[config.mk]
export PLATFORM = sky130hd
export DESIGN_NAME = ttl_mux_demux_latch
export DESIGN_NICKNAME = d
export VERILOG_FILES = /design/src/rtl/ttl_mux_demux_latch.sv
export SDC_FILE = /design/constraint.sdc
export NUM_CORES = 1
export LEC_CHECK = 0
export ABC_CLOCK_PERIOD_IN_PS = 3500
export BUFFER_PORTS_ARGS = -buffer_cell sky130_fd_sc_hd__buf_2
export CAP_MARGIN = 20
export CELL_PAD_IN_SITES_DETAIL_PLACEMENT = 1
export CELL_PAD_IN_SITES_GLOBAL_PLACEMENT = 1
export CORE_UTILIZATION = 42
export CTS_CLUSTER_DIAMETER = 200
export DETAILED_ROUTE_END_ITERATION = 6
export PLACE_DENSITY = 0.89
export SLEW_MARGIN = 25
export SYNTH_ARGS = -nofsm -noshare
export SYNTH_HDL_FRONTEND = slang
export SYNTH_SLANG_ARGS = --single-unit
[constraint.sdc]
create_clock -name Clk -period 3.5 [get_ports Clk]
set_input_delay 0.175 -clock Clk [delete_from_list [all_inputs] [get_ports Clk]]
set_output_delay 0.175 -clock Clk [all_outputs]
set_load 0.005 [all_outputs]
[src/rtl/ttl_mux_demux_latch.sv]
// Receive side of a 74157-style time-multiplexed bus: gathers one phase per strobe
// and presents the whole word on A_2D, packed the same way as the mux's A_2D input.
module ttl_mux_demux_latch #(
  parameter int BLOCKS       = 4,
  parameter int WIDTH_IN     = 2,
  parameter int WIDTH_SELECT = (WIDTH_IN > 1) ? $clog2(WIDTH_IN) : 1
) (
  input  logic                       Clk,
  input  logic                       Reset,
  input  logic                       Enable_bar,
  input  logic                       Strobe,
  input  logic [WIDTH_SELECT-1:0]    Select,
  input  logic [BLOCKS-1:0]          Y_in,
  output logic [BLOCKS*WIDTH_IN-1:0] A_2D,
  output logic                       Valid,
  output logic                       Seq_err,
  output logic                       Busy
);

  localparam int NBITS = BLOCKS * WIDTH_IN;
  localparam logic [WIDTH_SELECT-1:0] LAST  = WIDTH_SELECT'(WIDTH_IN - 1);
  // A resynchronising beat on phase 0 leaves phase 1 expected, unless a word is one phase.
  localparam logic [WIDTH_SELECT-1:0] START = (WIDTH_IN > 1) ? WIDTH_SELECT'(1) : '0;

  logic [WIDTH_SELECT-1:0] exp_q;
  logic [WIDTH_SELECT-1:0] exp_d;
  logic [NBITS-1:0]        shadow_q;
  logic [NBITS-1:0]        merged;
  logic                    accept;
  logic                    in_order;
  logic                    capture;
  logic                    complete;

  always_comb begin
    accept   = Strobe && !Enable_bar;
    in_order = (Select == exp_q);

    // Selects outside 0..WIDTH_IN-1 match no slot and leave the shadow untouched.
    merged = shadow_q;
    for (int i = 0; i < BLOCKS; i++) begin
      for (int s = 0; s < WIDTH_IN; s++) begin
        if (WIDTH_SELECT'(s) == Select) merged[i*WIDTH_IN+s] = Y_in[i];
      end
    end

    capture  = accept && (in_order || (Select == '0));
    complete = capture && (in_order ? (exp_q == LAST) : (WIDTH_IN == 1));

    exp_d = exp_q;
    if (accept) begin
      if (in_order)           exp_d = (exp_q == LAST) ? '0 : exp_q + WIDTH_SELECT'(1);
      else if (Select == '0)  exp_d = START;
      else                    exp_d = '0;
    end
  end

  always_ff @(posedge Clk) begin
    if (Reset) begin
      exp_q    <= '0;
      shadow_q <= '0;
      A_2D     <= '0;
      Valid    <= 1'b0;
      Seq_err  <= 1'b0;
      Busy     <= 1'b0;
    end else begin
      exp_q   <= exp_d;
      Valid   <= complete;
      Seq_err <= accept && !in_order;
      Busy    <= (exp_d != '0);
      if (capture)  shadow_q <= merged;
      if (complete) A_2D     <= merged;
    end
  end

endmodule

Word-level counts from Yosys, hierarchy flattened
Index checks and enable logic that the tools add are counted.
- register bits: 19
- input bits: 9
- output and inout bits: 11
- $add $sub $neg: 1
- equal/unequal tests: 1
- muxes and demuxes: 12
- bitwise logic cells: 1
- reduce and logical (&&, ||, !) cells: 7
- operators with widths (kind ; count):
    1-bit two-way mux ; 12
    1-bit logical AND ; 4
    1-bit zero test ; 2
    1-bit adder, second input constant ; 1
    1-bit equality test ; 1
    1-bit logical OR ; 1
    1-bit inverter ; 1

Depth between registers and ports, before layout
Gate-level depths: netlist of run 1.
- word-level depth: 4
- mapped depth: 7
- depth with buffers taken out: 5

Least setup slack after synthesis of run 1
Ideal clock, no wire load.
- path type: register -> register
- start: reg exp_q
- end: reg A_2D[3]
- library setup time: 0.079 ns
- data arrival time: 1.428 ns
- required time: 3.421 ns
- path slack: 1.993 ns
- stages on the path, launching flop included: 8
- buffers on the path: 2
- period minus slack after synthesis: 1.507 ns
- path through: dfxtp_1 inv_1 ha_1 nor4bb_1 buf_4 buf_8 nor2_2 a211oi_2
- longest elaborated chain between the ends: 4
- elaborated cells between the ends (all ways): 5
- those cells by class: eq/ne (1); mux (1); reduce/logical (3)
- RTL lines (element ; line ; text):
    start: declaration ; 25 ; logic [WIDTH_SELECT-1:0] exp_q;
    start signal: assignment ; 66 ; exp_q <= exp_d;
    1-bit equality test ; 36 ; in_order = (Select == exp_q);
    1-bit logical OR ; 46 ; capture = accept && (in_order || (Select == '0));
    1-bit logical AND ; 46 ;
    1-bit logical AND * ; 47 ; complete = capture && (in_order ? (exp_q == LAST) : (WIDTH_IN == 1));
    end signal: assignment ; 71 ; if (complete) A_2D <= merged;
    end: declaration ; 14 ; output logic [BLOCKS*WIDTH_IN-1:0] A_2D,
Every way passes the cells marked *; elsewhere a longest branch is shown, timed or not.
A chain may end at the register's enable or synchronous reset.

Worst setup path in the final report of run 1
- start: reg exp_q
- end: reg shadow_q[7]
- longest elaborated chain between the ends: 3
- RTL lines (element ; line ; text):
    1-bit equality test ; 36 ;
    1-bit logical OR ; 46 ;
    1-bit logical AND ; 46 ;
    end signal: assignment ; 70 ; if (capture) shadow_q <= merged;
    end: declaration ; 27 ; logic [NBITS-1:0] shadow_q;
No other way between the ends.

==> flow_metrics.env, run 1 <==
export IMPL_ys_ff_latch=19
export IMPL_clk_pin_slew_ns=0.11
export IMPL_synth_top_area_cell="dfxtp_1"
export IMPL_wl_per_cell_um=13.0
export IMPL_fin_setup_tns_ns=0
export IMPL_instances_no_fill=123
export IMPL_htreeDepth=1
export IMPL_swShare_pct=24.9
export IMPL_start_kind="flip-flop"
export IMPL_drc=0
export IMPL_drive_above_1_share_pct=28.6
export IMPL_status="completed"
export IMPL_crit_required_ns=3.69
export IMPL_overflow=0
export IMPL_synth_distinct_cells=18
export IMPL_nNetsFinal=112
export IMPL_dpl_hpwl_mm=1.16
export IMPL_grt_pass1_vias=584
export IMPL_synthTopCellsByArea="dfxtp_1 45%, mux2i_1 19%, nor2_1 7.5%"
export IMPL_via_count=617
export IMPL_p_leak_nw=0.424
export IMPL_fp_dieH_um=47.1
export IMPL_cts_tree="yes"
export IMPL_grt_max_degree=20
export IMPL_cts_buffers=3
export IMPL_synthesis_nets=93
export IMPL_area_growth_pct=14.2
export IMPL_tightest_slew_ns=1.04
export IMPL_worstSetupPathType="flip-flop to flip-flop"
export IMPL_syn_cell_area_um2=853
export IMPL_grt_pass1_wl_mm=2.58
export IMPL_dieArea_um2=2220
export IMPL_max_cap_viol_count=0
export IMPL_cts_sinks=19
export IMPL_viasPerCell=5.02
export IMPL_rows=15
export IMPL_synthFlopType="dfxtp_1"
export IMPL_rsz0062_at_grt="no"
export IMPL_ctsLongestPathBuffers=2
export IMPL_maxSlewHeadroom_pct=29.9
export IMPL_place_congestion=0.730
export IMPL_drv_slew=0
export IMPL_slowest_stage="nor4bb_1"
export IMPL_hold_viol_final=0
export IMPL_grt_usage_pct=17.0
export IMPL_insertion_delay_ns=0.29
export IMPL_fp_dieW_um=47.1
export IMPL_ys_warn_count=0
export IMPL_cts_hold_buffers=0
export IMPL_cts_resized=0
export IMPL_cpPeakStageDelay_ns=0.89
export IMPL_worst_path_buf_inv=1
export IMPL_power_density_nw_per_um2=384
export IMPL_placedCellCount=119
export IMPL_initial_core_util_pct=46.9
export IMPL_clkPwrFrac_pct=29.5
export IMPL_fin_crit_sh_pct=61.3
export IMPL_drt_initial_drc_count=3
export IMPL_finalClockSkew_ns=0.000746
export IMPL_crit_family="simple AND/OR/NAND/NOR gates"
export IMPL_postCtsSetupBuffers=0
export IMPL_postRouteAntennaNets=0
export IMPL_port_buffers=19
export IMPL_period_minus_slack_ns=2.14
export IMPL_synth_top_cell_area_share_pct=44.6
export IMPL_coreArea_um2=1820
export IMPL_setup_viol=0
export IMPL_seq_power_share_pct=59.7
export IMPL_ir_worst_vdd_v=0.000203
export IMPL_fillers=224
export IMPL_crit_path_end_kind="flip-flop"
export IMPL_crit_arrival_ns=2.33
export IMPL_combinationalPowerShare_pct=10.8
export IMPL_netlist_instances=80
export IMPL_p_switching_w=0.0000934
export IMPL_synthArstFlopShare_pct=0
export IMPL_synth_area_per_cell_um2=10.7
export IMPL_grt_antenna_before_repair=0
export IMPL_first_pass_iters=2
export IMPL_totalWireLength_mm=1.60
export IMPL_path_max_fanout=5
export IMPL_pin_count=20
export IMPL_hold_path_class="primary input to flip-flop"
export IMPL_path_cells="inv_1 > ha_1 > nor4bb_1 > mux2i_1 > nor2_1"
export IMPL_p_int_w=0.000281
export IMPL_synth_edf_count=0
export IMPL_n_antenna_cell=0
export IMPL_clockRootBuffer="clkbuf_4"
export IMPL_finalCoreUtilization_pct=53.5
export IMPL_timing_fmax_mhz=466
export IMPL_yosysSeqAreaShare_pct=44.6
## cell families (layout without fill, tap and decap cells)
group                      count (synthesis)  count (layout)  share of synthesized area (%)
AOI/OAI and AO/OA                          9               9                           8.50
adders and majority gates                  4               4                           5.87
buffers and inverters                      8              26                           6.30
DFF                                       19              19                           44.6
muxes                                     16              16                           18.8
and+or+nand+nor                           24              24                           16.0
## Yosys cell counts, types with 2 or more instances
library cell / count
dfxtp_1: 19
a211oi_1: 8
nor4bb_1: 2
nor2_1: 17
mux2i_1: 16
clkbuf_1: 2
inv_1: 2
ha_1: 4
## per-stage QoR
stage          setup slack (ns)  area [µm²]  hold WS, ns  power, W
3_3_place_gp               1.53         947        0.465  0.000267
4_1_cts                    1.34         975        0.156  0.000380
6_report                   1.36         975        0.161  0.000375
3_5_place_dp               1.36         947        0.472  0.000269
2_1_floorplan              1.99         853        0.322  0.000255
5_1_grt                    1.30         975        0.168  0.000394
## flip-flops by register name, summed over array words and instances, names as in the netlist
signal / flops
A_2D: 8
shadow_q: 8
Seq_err: 1
Valid: 1
exp_q: 1
## layout by cell type (no fill, tap or decap)
cell type	Yosys	layout
nor4b_4	1	1
nor2_2	1	1
a211oi_1	8	8
mux2i_1	16	16
and2b_1	1	1
buf_2	0	19
dfxtp_1	19	19
nor4bb_1	2	1
clkbuf_4	0	3
nor4bb_2	0	1
clkinv_2	0	1
buf_4	1	1
ha_1	4	4
nor2_1	17	17
and3b_1	1	1
a211oi_2	1	1
nor2b_1	1	1
inv_1	2	2
## tightest hold or removal path: cells and delay by family
kind                   cells  cell delay (ns)
multiplexers               1             0.07
buffers and inverters      1             0.11
AND/OR/NAND/NOR            1             0.07
## metal layers
metal,track usage [%],up-vias,part of all wire (%)
met1,21.4,286,47
met4,8.57,0,1.5
met3,2.31,4,3.2
met2,28.3,12,48
li1,-,315,-
met5,0,-,0
## worst paths after layout
| check | startpoint | endpoint | slack (ns) | cells after the start |
|---|---|---|---|---|
| worst min-delay path | Y_in[3] | shadow_q[6] | 0.16 | 3 |
| worst max-delay path | exp_q | shadow_q[7] | 1.36 | 5 |
| worst max register to register | exp_q | shadow_q[7] | 1.36 | 5 |
| worst min register to register | A_2D[0] | A_2D[0] | 0.50 | 2 |
## power groups by stage
stage	Clock, W	Sequential [W]	Combinational [W]
floorplan	0	0.000228	0.0000269
global placement	0	0.000228	0.0000389
detailed placement	0	0.000229	0.0000403
CTS	0.000115	0.000224	0.0000409
global route	0.000125	0.000224	0.0000448
finish	0.000110	0.000224	0.0000404
## cell type report
class / instances / area, µm² / share of cell area (%)
multi-input combinational: 53 / 425 / 43.6
sequential: 19 / 380 / 39.0
timing repair buffer: 20 / 103 / 10.5
tap: 25 / 31.3 / 3.21
clock buffer: 3 / 22.5 / 2.31
inverter: 2 / 7.51 / 0.770
clock inverter: 1 / 5.00 / 0.513
Note: power is estimated with default switching activity, not from simulation.
==> inputs of run 2 (changes only) <==
--- a/config.mk
+++ b/config.mk
@@ -5,15 +5,16 @@
 export SDC_FILE = /design/constraint.sdc
 export NUM_CORES = 1
 export LEC_CHECK = 0
-export ABC_CLOCK_PERIOD_IN_PS = 3500
+export ABC_AREA = 1
+export ABC_CLOCK_PERIOD_IN_PS = 1960
 export BUFFER_PORTS_ARGS = -buffer_cell sky130_fd_sc_hd__buf_2
 export CAP_MARGIN = 20
 export CELL_PAD_IN_SITES_DETAIL_PLACEMENT = 1
 export CELL_PAD_IN_SITES_GLOBAL_PLACEMENT = 1
-export CORE_UTILIZATION = 42
+export CORE_UTILIZATION = 32
 export CTS_CLUSTER_DIAMETER = 200
 export DETAILED_ROUTE_END_ITERATION = 6
-export PLACE_DENSITY = 0.89
+export PLACE_DENSITY = 0.79
 export SLEW_MARGIN = 25
 export SYNTH_ARGS = -nofsm -noshare
 export SYNTH_HDL_FRONTEND = slang
==> constraint.sdc (replaced) <==
create_clock -name Clk -period 1.96 [get_ports Clk]
set_input_delay 0.098 -clock Clk [delete_from_list [all_inputs] [get_ports Clk]]
set_output_delay 0.098 -clock Clk [all_outputs]
set_load 0.005 [all_outputs]
==> run 2 against run 1 <==
  * Wire length rose by 19%
  * Clock-buffer cell count did not move
  * Non-clock buffer count shrank 1
  * Sequential cell count stayed put
  * First-iteration DRC count up 100%
  * Critical path depth is 2 higher
  * Worst hold slack lost 0.075 ns
  * Core utilization shrank 14 points
  * Setup slack got worse by 0.89 ns
  * Sequential power up 78%
  * Design area rose by 0.51%
  * Critical endpoint is now A_2D[4]
  * Largest cell class unchanged
  * Highest routed layer unchanged
==> flow_metrics.env, run 2 <==
export IMPL_status="completed"
export IMPL_grt_pass1_wl_mm=3.21
export IMPL_synth_top_area_cell="dfxtp_1"
export IMPL_yosysSeqAreaShare_pct=44.9
export IMPL_synth_area_per_cell_um2=7.24
export IMPL_dpl_hpwl_mm=1.47
export IMPL_setup_ws_ns=0.462
export IMPL_setup_viol=0
export IMPL_grt_pass1_vias=735
export IMPL_p_switching_w=0.000181
export IMPL_synthArstFlopShare_pct=0
export IMPL_synthTopCellsByArea="dfxtp_1 45%, nand2_1 26%, ha_1 5.9%"
export IMPL_final_cell_mix="58 x nand2_1, 19 x dfxtp_1, 19 x buf_2"
export IMPL_nNetsFinal=151
export IMPL_crit_family="simple AND/OR/NAND/NOR gates"
export IMPL_tightest_slew_ns=0.324
export IMPL_postCtsSetupBuffers=0
export IMPL_synth_edf_count=0
export IMPL_layout_commonest_cell="nand2_1"
export IMPL_ff2ff_setup_slack_ns=0.46
export IMPL_power_density_nw_per_um2=686
export IMPL_ctsLongestPathBuffers=2
export IMPL_pin_count=20
export IMPL_top_regs="A_2D: 8 flops, shadow_q: 8 flops"
export IMPL_clkPwrFrac_pct=30.8
export IMPL_hold_ws_ns=0.0866
export IMPL_crit_path_end_kind="flip-flop"
export IMPL_synthesis_nets=130
export IMPL_pre_cts_ws_ns=0.476
export IMPL_drive_above_1_share_pct=21.9
export IMPL_coreArea_um2=2500
export IMPL_crit_required_ns=2.22
export IMPL_cts_buffers=3
export IMPL_ys_warn_count=0
export IMPL_cpPeakStageDelay_ns=0.42
export IMPL_via_count=764
export IMPL_grt_usage_pct=15.7
export IMPL_clockRootBuffer="clkbuf_4"
export IMPL_grt_max_degree=12
export IMPL_rsz0062_at_grt="no"
export IMPL_worst_path_buf_inv=2
export IMPL_combinationalPowerShare_pct=10.1
export IMPL_p_int_w=0.000492
export IMPL_dpl_cell_area_um2=952
export IMPL_cts_resized=0
export IMPL_postRouteAntennaNets=0
export IMPL_fin_area_um2=980
export IMPL_hold_viol_final=0
export IMPL_slowest_stage="dfxtp_1"
export IMPL_synth_distinct_cells=16
export IMPL_viasPerCell=4.57
export IMPL_hold_path_class="primary input to flip-flop"
export IMPL_netlist_instances=117
export IMPL_drv_slew=0
export IMPL_insertion_delay_ns=0.30
export IMPL_initial_core_util_pct=33.9
export IMPL_finalClockSkew_ns=0.00879
export IMPL_totalWireLength_mm=1.91
export IMPL_cts_tree="yes"
export IMPL_path_cells="inv_1 > ha_1 > inv_1 > nand4_2 > nor2_4 > nand2_1 > nand2_1"
export IMPL_cts_sinks=19
export IMPL_dieArea_um2=2860
export IMPL_overflow=0
export IMPL_instances_no_fill=167
export IMPL_clk_pin_slew_ns=0.12
export IMPL_ys_ff_latch=19
export IMPL_htreeDepth=1
export IMPL_fp_dieH_um=53.5
export IMPL_cts_hold_buffers=0
export IMPL_rows=18
export IMPL_drc=0
export IMPL_fp_dieW_um=53.5
export IMPL_fin_setup_tns_ns=0
export IMPL_synthMostInstantiatedCell="nand2_1"
export IMPL_drt_initial_drc_count=6
export IMPL_period_minus_slack_ns=1.50
export IMPL_n_antenna_cell=0
export IMPL_path_max_fanout=11
export IMPL_synth_top_cell_area_share_pct=44.9
export IMPL_place_congestion=0.781
export IMPL_max_cap_viol_count=0
export IMPL_grt_antenna_before_repair=0
export IMPL_start_kind="flip-flop"
export IMPL_swShare_pct=26.9
export IMPL_port_buffers=19
export IMPL_worstSetupPathType="flip-flop to flip-flop"
export IMPL_yosys_top_cells_count="58 x nand2_1, 19 x dfxtp_1, 9 x a21oi_1"
export IMPL_wl_per_cell_um=11.5
export IMPL_placedCellCount=163
export IMPL_p_leak_nw=0.509
export IMPL_crit_arrival_ns=1.76
export IMPL_timing_fmax_mhz=667
export IMPL_synthFlopType="dfxtp_1"
export IMPL_seq_power_share_pct=59.1
export IMPL_ir_worst_vdd_v=0.000352
export IMPL_area_growth_pct=15.7
export IMPL_syn_cell_area_um2=847
export IMPL_first_pass_iters=4
export IMPL_maxSlewHeadroom_pct=78.3
export IMPL_fin_crit_sh_pct=76.4
run 2: cell count changes in the layout (fill, tap and decap cells not counted), sizes merged, moves of 2 or more:
cell / before / now
nor2: 18 / 6
inv: 2 / 7
nor3: 0 / 2
mux2i: 16 / 0
a21oi: 0 / 9
nand2: 0 / 58
nand3: 0 / 7
a211oi: 9 / 0
nor4bb: 2 / 0
run 2: through the flow:
step                power (W)  util (%)
global placement     0.000473      38.1
CTS                  0.000677      39.2
floorplan            0.000450         -
detailed placement   0.000475      38.1
global route         0.000710      39.2
finish               0.000673      39.2
run 2: cell type report:
cell class,instances,area [µm²]
Clock buffer,3,22.5
Tap cell,30,37.5
Multi-Input combinational cell,87,408
Inverter,8,31.3
Sequential cell,19,380
Timing Repair Buffer,19,95.1
Fill cell,334,1520
Clock inverter,1,5.00
run 2: worst min-delay path, cell delays in order:
cell,delay [ns]
buf_2,0.13
nand2_1,0.09
nor2_1,0.05
run 2: path summary, 6_finish.rpt:
| kind | depth (start not counted) | end | startpoint |
|---|---|---|---|
| min | 3 | Seq_err | Strobe |
| min reg2reg | 2 | shadow_q[0] | shadow_q[0] |
| max | 7 | A_2D[4] | exp_q |
| max reg2reg | 7 | A_2D[4] | exp_q |
run 2: cells by family after synthesis:
kind of cell,after synthesis,share of synthesized area (%)
buffers and inverters,11,6.94
and+or+nand+nor,74,36.9
DFF,19,44.9
AOI/OAI and AO/OA,9,5.32
adders and majority gates,4,5.91
run 2: metal layers:
| layer | global-route usage (%) | vias to the layer above | wire (µm) |
|---|---|---|---|
| li1 | - | 407 | - |
| met4 | 5.26 | 0 | 13 |
| met3 | 3.45 | 2 | 71 |
| met1 | 19.8 | 342 | 983 |
| met5 | 0 | - | 0 |
| met2 | 26.0 | 13 | 844 |
run 2: power groups by stage:
stage	logic, W	registers, W	clock network, W
floorplan	0.0000436	0.000406	0
global placement	0.0000667	0.000406	0
detailed placement	0.0000688	0.000407	0
CTS	0.0000691	0.000398	0.000210
global route	0.0000775	0.000399	0.000233
finish	0.0000678	0.000398	0.000207
==> inputs of run 3 (changes only) <==
--- a/config.mk
+++ b/config.mk
@@ -6,7 +6,7 @@
 export NUM_CORES = 1
 export LEC_CHECK = 0
 export ABC_AREA = 1
-export ABC_CLOCK_PERIOD_IN_PS = 1960
+export ABC_CLOCK_PERIOD_IN_PS = 1200
 export BUFFER_PORTS_ARGS = -buffer_cell sky130_fd_sc_hd__buf_2
 export CAP_MARGIN = 20
 export CELL_PAD_IN_SITES_DETAIL_PLACEMENT = 1
==> constraint.sdc (replaced) <==
create_clock -name Clk -period 1.2 [get_ports Clk]
set_input_delay 0.06 -clock Clk [delete_from_list [all_inputs] [get_ports Clk]]
set_output_delay 0.06 -clock Clk [all_outputs]
set_load 0.005 [all_outputs]
==> run 3 against run 2 <==
  * The flow now finishes with violations (setup timing)
  * Clock-buffer cell count rose by 1
  * Worst hold slack improved by 0.019 ns
  * Power is 69% higher
  * Wire length rose by 18%
  * Die area is the same
  * Setup slack worse by 0.47 ns
  * Global-route usage increased by 3.2 points
  * Clock skew is 0.0050 ns lower
  * Largest cell class unchanged
==> flow_metrics.env, run 3 (synthesis results as in run 2) <==
export IMPL_crit_family="flip-flops"
export IMPL_dpl_cell_area_um2=1010
export IMPL_viasPerCell=4.78
export IMPL_hold_path_class="primary input to flip-flop"
export IMPL_fp_dieH_um=53.5
export IMPL_period_minus_slack_ns=1.21
export IMPL_insertion_delay_ns=0.30
export IMPL_drt_initial_drc_count=7
export IMPL_timing_fmax_mhz=825
export IMPL_setup_viol=6
export IMPL_initial_core_util_pct=33.9
export IMPL_worstSetupPathType="flip-flop to flip-flop"
export IMPL_tightest_slew_ns=0.272
export IMPL_worst_path_buf_inv=3
export IMPL_power_density_nw_per_um2=1010
export IMPL_first_pass_iters=4
export IMPL_area_growth_pct=32.6
export IMPL_fin_area_um2=1120
export IMPL_placedCellCount=169
export IMPL_timing_critical_path_mode_cell="nor2_1"
export IMPL_setup_ws_ns=-0.0127
export IMPL_p_leak_nw=0.557
export IMPL_finalCoreUtilization_pct=44.9
export IMPL_path_max_fanout=5
export IMPL_p_total_w=0.00113
export IMPL_maxSlewHeadroom_pct=81.9
export IMPL_n_antenna_cell=0
export IMPL_cpPeakStageDelay_ns=0.36
export IMPL_postRouteAntennaNets=0
export IMPL_drive_above_1_share_pct=34.0
export IMPL_wl_per_cell_um=12.7
export IMPL_status="finished, violations left"
export IMPL_grt_pass1_vias=833
export IMPL_cts_buffers=3
export IMPL_start_kind="flip-flop"
export IMPL_cts_sinks=19
export IMPL_ctsLongestPathBuffers=2
export IMPL_htreeDepth=1
export IMPL_totalWireLength_mm=2.25
export IMPL_rsz0062_at_grt="yes"
export IMPL_coreArea_um2=2500
export IMPL_top_regs="A_2D: 8 flops, shadow_q: 8 flops"
export IMPL_nNetsFinal=161
export IMPL_clockRootBuffer="clkbuf_4"
export IMPL_path_cells="inv_2 > ha_4 > inv_4 > nand4_4 > buf_4 > nor2_1 > nor2_1"
export IMPL_slowest_stage="dfxtp_2"
export IMPL_rows=18
export IMPL_finalClockSkew_ns=0.00375
export IMPL_crit_path_end_kind="flip-flop"
export IMPL_layout_commonest_cell="nand2_1"
export IMPL_grt_usage_pct=19.0
export IMPL_hold_ws_ns=0.106
export IMPL_fin_crit_sh_pct=101
export IMPL_dpl_hpwl_mm=1.66
export IMPL_violations="setup timing"
export IMPL_cts_tree="yes"
export IMPL_drc=0
export IMPL_port_buffers=19
export IMPL_place_congestion=0.746
export IMPL_grt_antenna_before_repair=0
export IMPL_pin_count=20
export IMPL_hold_viol_final=0
export IMPL_max_cap_viol_count=0
export IMPL_fp_dieW_um=53.5
export IMPL_overflow=0
export IMPL_via_count=846
export IMPL_ir_worst_vdd_v=0.000718
export IMPL_crit_required_ns=1.41
export IMPL_dieArea_um2=2860
export IMPL_crit_arrival_ns=1.42
export IMPL_grt_pass1_wl_mm=3.76
export IMPL_final_cell_mix="53 x nand2_1, 19 x buf_2, 18 x dfxtp_1"
export IMPL_grt_max_degree=12
export IMPL_instances_no_fill=177
export IMPL_drv_slew=0
export IMPL_clk_pin_slew_ns=0.11
[run 3: cell count changes in the layout (fill, tap and decap cells not counted), moves of 2 or more]
cell     before  now
buf_6         0    2
buf_4         0    7
ha_1          4    2
nand2_1      58   53
inv_1         5    3
nand2_2       0    4
[run 3: routing by layer]
metal	vias to the layer above	global-route usage, %	wire length, µm
li1	431	-	-
met1	395	21.6	1040
met2	18	34.0	1120
met3	2	6.03	81
met4	0	3.95	15
met5	-	0	0
[run 3: timing repair]
item | CTS | global route
hold buffers | 0 | 0
buffers inserted | 4 | 0
resized for setup | 8 | 6
pin swaps | 2 | 11
setup endpoints to repair | 14 | 17
[run 3: power breakdown]
part	leakage, nW	internal [W]	switching (W)
Combinational	0.388	0.0000615	0.0000952
Sequential	0.154	0.000643	0.00000628
Clock	0.0150	0.000130	0.000199
Total	0.557	0.000834	0.000301
[run 3: layout make-up]
type / count / area (µm²)
sequential: 19 / 382
tap: 30 / 37.5
clock buffer: 4 / 26.3
fill: 333 / 1380
timing repair buffer: 29 / 190
multi-input combinational: 87 / 454
inverter: 8 / 33.8
[run 3: path summary, 6_finish.rpt]
| check | slack (ns) | from | to | depth (start not counted) |
|---|---|---|---|---|
| setup / recovery | -0.01 | exp_q | A_2D[0] | 7 |
| hold / removal | 0.11 | Y_in[0] | A_2D[1] | 5 |
| setup reg to reg | -0.01 | exp_q | A_2D[0] | 7 |
| hold reg to reg | 0.47 | A_2D[5] | A_2D[5] | 2 |
[run 3: worst reg2reg max path, delay by kind of cell, from the launching register on]
| family | cells | cell delay (ns) |
|---|---|---|
| buffers and inverters | 3 | 0.31 |
| and+or+nand+nor | 3 | 0.29 |
| DFF | 1 | 0.36 |
| adders and majority gates | 1 | 0.16 |
[run 3: metrics by stage]
step	setup WS, ns	setup TNS (ns)
2_1_floorplan	0.0149	0
3_5_place_dp	-0.0601	-0.363
3_3_place_gp	-0.0139	-0.0139
4_1_cts	-0.00551	-0.00857
6_report	-0.0127	-0.0434
5_1_grt	-0.105	-0.777
